**src/rtl/writeback_stage.sv**
```systemverilog
// writeback_stage: M/W pipeline register plus GRF write-data selection and load extension.
// Latency: one clk from M inputs to every W output; W_WD is built from registered fields only.
// Backpressure: none. There is no stall input, and a new M instruction is captured on every edge.
// Optional retire counter: build with WB_RETIRE_CNT_EN defined to enable W_retired.
module writeback_stage (
  input  logic        clk,
  input  logic        reset,
  input  logic        M_valid,
  input  logic [31:0] M_PC,
  input  logic [31:0] M_instr,
  input  logic [4:0]  M_A3,
  input  logic [31:0] M_ALUout,
  input  logic [31:0] M_DMout,
  input  logic [1:0]  M_WDsel,
  input  logic [2:0]  M_memtype,
  output logic        W_valid,
  output logic [31:0] W_PC,
  output logic [31:0] W_instr,
  output logic [4:0]  W_A3,
  output logic [31:0] W_WD,
  output logic [31:0] W_retired
);

  localparam logic [31:0] RESET_PC   = 32'h0000_3000;

  localparam logic [1:0]  WD_ALU     = 2'd0;
  localparam logic [1:0]  WD_MEM     = 2'd1;
  localparam logic [1:0]  WD_LINK    = 2'd2;

  localparam logic [2:0]  MT_LW      = 3'd0;
  localparam logic [2:0]  MT_LH      = 3'd1;
  localparam logic [2:0]  MT_LHU     = 3'd2;
  localparam logic [2:0]  MT_LB      = 3'd3;
  localparam logic [2:0]  MT_LBU     = 3'd4;

  logic        r_valid;
  logic [31:0] r_pc;
  logic [31:0] r_instr;
  logic [4:0]  r_a3;
  logic [31:0] r_alu;
  logic [31:0] r_dm;
  logic [1:0]  r_wdsel;
  logic [2:0]  r_memtype;

  logic [15:0] ld_half;
  logic [7:0]  ld_byte;
  logic [31:0] ld_data;

  // M/W pipeline register; reset wins over capture, so the M instruction in a reset cycle is dropped
  always_ff @(posedge clk) begin
    if (reset) begin
      r_valid   <= 1'b0;
      r_pc      <= RESET_PC;
      r_instr   <= 32'd0;
      r_a3      <= 5'd0;
      r_alu     <= 32'd0;
      r_dm      <= 32'd0;
      r_wdsel   <= 2'd0;
      r_memtype <= 3'd0;
    end else begin
      r_valid   <= M_valid;
      r_pc      <= M_PC;
      r_instr   <= M_instr;
      r_a3      <= M_A3;
      r_alu     <= M_ALUout;
      r_dm      <= M_DMout;
      r_wdsel   <= M_WDsel;
      r_memtype <= M_memtype;
    end
  end

  // Pick the addressed halfword/byte out of the aligned memory word; addr[0] plays no part for halfwords
  always_comb begin
    ld_half = r_alu[1] ? r_dm[31:16] : r_dm[15:0];
    ld_byte = r_dm[7:0];
    case (r_alu[1:0])
      2'd0:    ld_byte = r_dm[7:0];
      2'd1:    ld_byte = r_dm[15:8];
      2'd2:    ld_byte = r_dm[23:16];
      default: ld_byte = r_dm[31:24];
    endcase
  end

  // Sign/zero extension by load type; reserved encodings fall back to a full-word load
  always_comb begin
    ld_data = r_dm;
    case (r_memtype)
      MT_LW:   ld_data = r_dm;
      MT_LH:   ld_data = {{16{ld_half[15]}}, ld_half};
      MT_LHU:  ld_data = {16'd0, ld_half};
      MT_LB:   ld_data = {{24{ld_byte[7]}}, ld_byte};
      MT_LBU:  ld_data = {24'd0, ld_byte};
      default: ld_data = r_dm;
    endcase
  end

  // Write-data select; this same value feeds the decode-stage forwarding muxes (W-stage Tnew is 0)
  always_comb begin
    W_WD = 32'd0;
    case (r_wdsel)
      WD_ALU:  W_WD = r_alu;
      WD_MEM:  W_WD = ld_data;
      WD_LINK: W_WD = r_pc + 32'd8;
      default: W_WD = 32'd0;
    endcase
  end

  assign W_valid = r_valid;
  assign W_PC    = r_pc;
  assign W_instr = r_instr;
  // A bubble must never write the register file
  assign W_A3    = r_valid ? r_a3 : 5'd0;

`ifdef WB_RETIRE_CNT_EN
  logic [31:0] retired_cnt;

  // Count each real instruction as it enters W; wraps naturally at 32 bits
  always_ff @(posedge clk) begin
    if (reset) begin
      retired_cnt <= 32'd0;
    end else if (M_valid) begin
      retired_cnt <= retired_cnt + 32'd1;
    end
  end

  assign W_retired = retired_cnt;
`else
  assign W_retired = 32'd0;
`endif

endmodule

```
**config.mk**
```make
export PLATFORM = sky130hd
export DESIGN_NAME = writeback_stage
export DESIGN_NICKNAME = d
export VERILOG_FILES = /design/src/rtl/writeback_stage.sv
export SDC_FILE = /design/constraint.sdc
export NUM_CORES = 1
export LEC_CHECK = 0
export BUFFER_PORTS_ARGS = -buffer_cell sky130_fd_sc_hd__buf_2
export CAP_MARGIN = 25
export CELL_PAD_IN_SITES_DETAIL_PLACEMENT = 1
export CELL_PAD_IN_SITES_GLOBAL_PLACEMENT = 1
export CORE_ASPECT_RATIO = 1.5
export CORE_MARGIN = 2
export CORE_UTILIZATION = 33
export DETAILED_ROUTE_END_ITERATION = 8
export GPL_ROUTABILITY_DRIVEN = 0
export PLACE_DENSITY = 0.79
export SLEW_MARGIN = 10
export SYNTH_ARGS = -nofsm -noshare
export SYNTH_HDL_FRONTEND = slang
export SYNTH_SLANG_ARGS = --single-unit
```
**constraint.sdc**
```tcl
create_clock -name clk -period 2.6 [get_ports clk]
set_clock_uncertainty 0.2 [all_clocks]
set_input_delay 0.39 -clock clk [delete_from_list [all_inputs] [get_ports clk]]
set_output_delay 0.39 -clock clk [all_outputs]
set_load 0.01 [all_outputs]
```
==> summary.txt <==
Outcome
  – Status: complete, but fails checks
  – Violated checks: negative setup slack

Global routing
  – Vias in the first global route: approximately 7k
  – First-pass GRT wire length: 38.3 mm
  – Pin count of the biggest net entering global routing: just over 80
  – Total gr overflow: 0
  – Antenna violations before repair: 0
  – Overall Global Routing Usage: 27.1%

Yosys
  – Largest area contributor in the netlist: dfxtp_1
  – Post-synth top flop: dfxtp_1
  – Post-Synthesis Cells: 608
  – Most numerous cell in the Yosys netlist: dfxtp_1
  – Synth top area cells: dfxtp_1 (48%), nor2b_1 (15%), buf_4 (4.7%)
  – Async set-reset flop share out of synthesis: 0%
  – Yosys warnings: 0
  – Post-synth design cell area: 5760 µm²
  – Syn avg cell area: 9.47 µm²
  – Post-synth top area share: 48.3%
  – Sequential share of the synthesized area: between 40% and 50%
  – Synth Register Bits: between 100 and 150
  – Post-synth EDFFs: 0
  – Commonest cells in the netlist: dfxtp_1 (139), nor2b_1 (138), nand2_1 (42)
  – Cell variety after synth: 43

STA
  – RSZ-0062 raised after global routing: true
  – Final WS setup: -0.134 ns
  – Min Tclk post-route: ~2.7 ns
  – Final hold violation count: 0
  – Worst-Margin Slew: 0.881 ns
  – Final setup violation count: 20
  – F_max: ~0.37 GHz
  – Slew headroom: 41.3%
  – Worst hold margin: 0.0129 ns
  – Period utilization: 105%
  – Max Slew Vio Count: 0

Drt
  – DRT Pass-1 Iters: 4
  – DRT iter0 DRCs: 186
  – Total Wirelength: 26.8 mm
  – WL per Instance: 21.9 µm
  – Routed vias: 6079
  – Number of remaining DRC errors: 0
  – Antenna viol nets, final: 0
  – Routed vias/inst: a little under 5

Setup path
  – CP Class: register to output pin
  – Crit. End Element: output pin
  – Crit Path Max Fanout: 5
  – Crit path max-delay family: simple AND/OR/NAND/NOR gates
  – CP dominant cell by count: and4_4
  – Arrival time worst endpoint: between 2 and 2.5 ns
  – CP Launch Type: register
  – Max stage delay on crit path: 0.35 ns
  – Buffers & Inverters on Critical Path: 2
  – Slowest stage cell, crit path: dfxtp_4
  – CP cell instances: and4_4 -> and4_4 -> buf_6 -> nand3_1 -> xnor2_2 -> o221ai_2 -> buf_2
  – WP data required: about 2 ns

Power
  – Pint: roughly 0.0042 W
  – Leak: 4.34 nW
  – Share of power burned in registers: 40.0%
  – Pwr dens: 601 nW/µm²
  – Clock power share: 42.2%
  – Max IR drop VDD: 0.482 mV
  – Total power: 0.00586 W
  – Switching part of the total power: between 20% and 30%
  – Comb pwr share: 17.8%
  – Net Switching: 0.00163 W

Die
  – Std cell rows: 59
  – Core area: 17200 µm²
  – DIE AREA: 18500 µm²
  – Die W: 112 µm
  – Initial Util: 33.5%
  – Die Height: 166 µm
  – I/O pin total: 275

Layout
  – # diodes: 0
  – Footprint of the multi-input gates: 3160 µm²
  – Non-filler cells, final: between 1k and 1.5k
  – Util after Layout: 56.7%
  – Storage element area: 2830 µm²
  – Share of post-route cells with drive strength above 1: approximately 41%
  – Layout fillers: 1908
  – Layout Nets: between 1k and 1.5k
  – Layout area overhead: 69.4%

Clock tree
  – CTS H-tree depth: 4
  – Clock transition at path regs: 0.06 ns
  – TritonCTS Buffers: 17
  – CTS Root Cell: clkbuf_16
  – CTS tree: done
  – Clk buf depth: 2
  – Num Clock Sinks: 139

Place
  – Dpl cells: 1052
  – Dpl hpwl: about 15 mm
  – Pre-CTS setup slack: 0.0683 ns
  – Port bufs: 242

Flow run
  – Max-Cap Viols: 0

Hold path
  – Min-Delay Path Class: input port to register
[final cells by class]
cell class	instances	area share (%)
clock inverters	11	1.37
repair buffers	413	29.5
inverters	6	0.244
well taps	213	2.73
flip-flops and latches	139	29.1
multi-input cells	425	32.4
clock buffers	21	4.72
[path summary, 6_finish.rpt]
kind              slack, ns  cells past startpoint         to         start
setup / recovery      -0.13                      7   W_WD[29]       W_PC[7]
hold / removal         0.01                      2  r_alu[17]  M_ALUout[17]
[flip-flops by register name, indices dropped and copies added, names as in the netlist]
signal and flops:
W_PC 32, W_instr 32, r_alu 32, r_dm 32
r_a3 5, r_memtype 3, r_wdsel 2, W_valid 1
[power groups by stage]
stage               clock (W)  combinational [W]  sequential [W]
floorplan                   0           0.000386         0.00237
global placement            0           0.000686         0.00237
detailed placement          0           0.000696         0.00237
CTS                   0.00248           0.000914         0.00233
global route          0.00258            0.00110         0.00235
finish                0.00247            0.00104         0.00235
[through the flow]
step / instance area [µm²] / setup TNS (ns)
3_5_place_dp: 7180 / 0
5_1_grt: 9750 / -2.92
2_1_floorplan: 5870 / 0
6_report: 9750 / -1.19
4_1_cts: 9360 / -0.582
3_3_place_gp: 7180 / 0
[repair_timing]
item / in CTS / in global routing
hold endpoints to repair: 115 / 0
resized for setup: 88 / 53
setup buffers: 11 / 14
setup endpoints to repair: 32 / 32
hold buffers: 115 / 0
pin swaps: 23 / 23
gates cloned: 2 / 2
[placed cells by master (no fill, tap or decap), types with 4 or more instances in the layout]
cell	instances
dfxtp_1	115
nand4_1	11
buf_2	240
nor2b_1	137
nand2_1	40
o21ai_1	8
inv_1	5
and4_4	4
nor2_2	5
o221ai_2	14
buf_6	12
o221ai_1	5
buf_4	42
xor2_1	16
dlygate4sd3_1	115
a31oi_1	7
mux2i_1	21
dfxtp_2	16
nand3_1	12
a32oi_1	7
clkbuf_16	18
and2_1	6
clkinv_4	4
conb_1	32
xnor2_1	8
o221ai_4	8
nor2_1	34
dfxtp_4	8
[logic make-up after synthesis]
kind of cell	count (synthesis)	share of synthesized area [%]
simple gates	269	25.6
flops	139	48.3
buf+inv	76	7.48
compound gates	63	8.50
xor+xnor	30	4.56
mux	28	5.11
fa+ha+maj	2	0.391
other cells	1	0.0651
[per-layer routing]
metal,up-vias,wire (µm),global-route usage [%]
met5,-,0,0
met4,0,1520,16.4
met3,92,1190,5.84
met2,232,15000,51.4
met1,2987,9160,26.0
li1,2768,-,-
No activity file was read; power rests on OpenSTA's default activity.
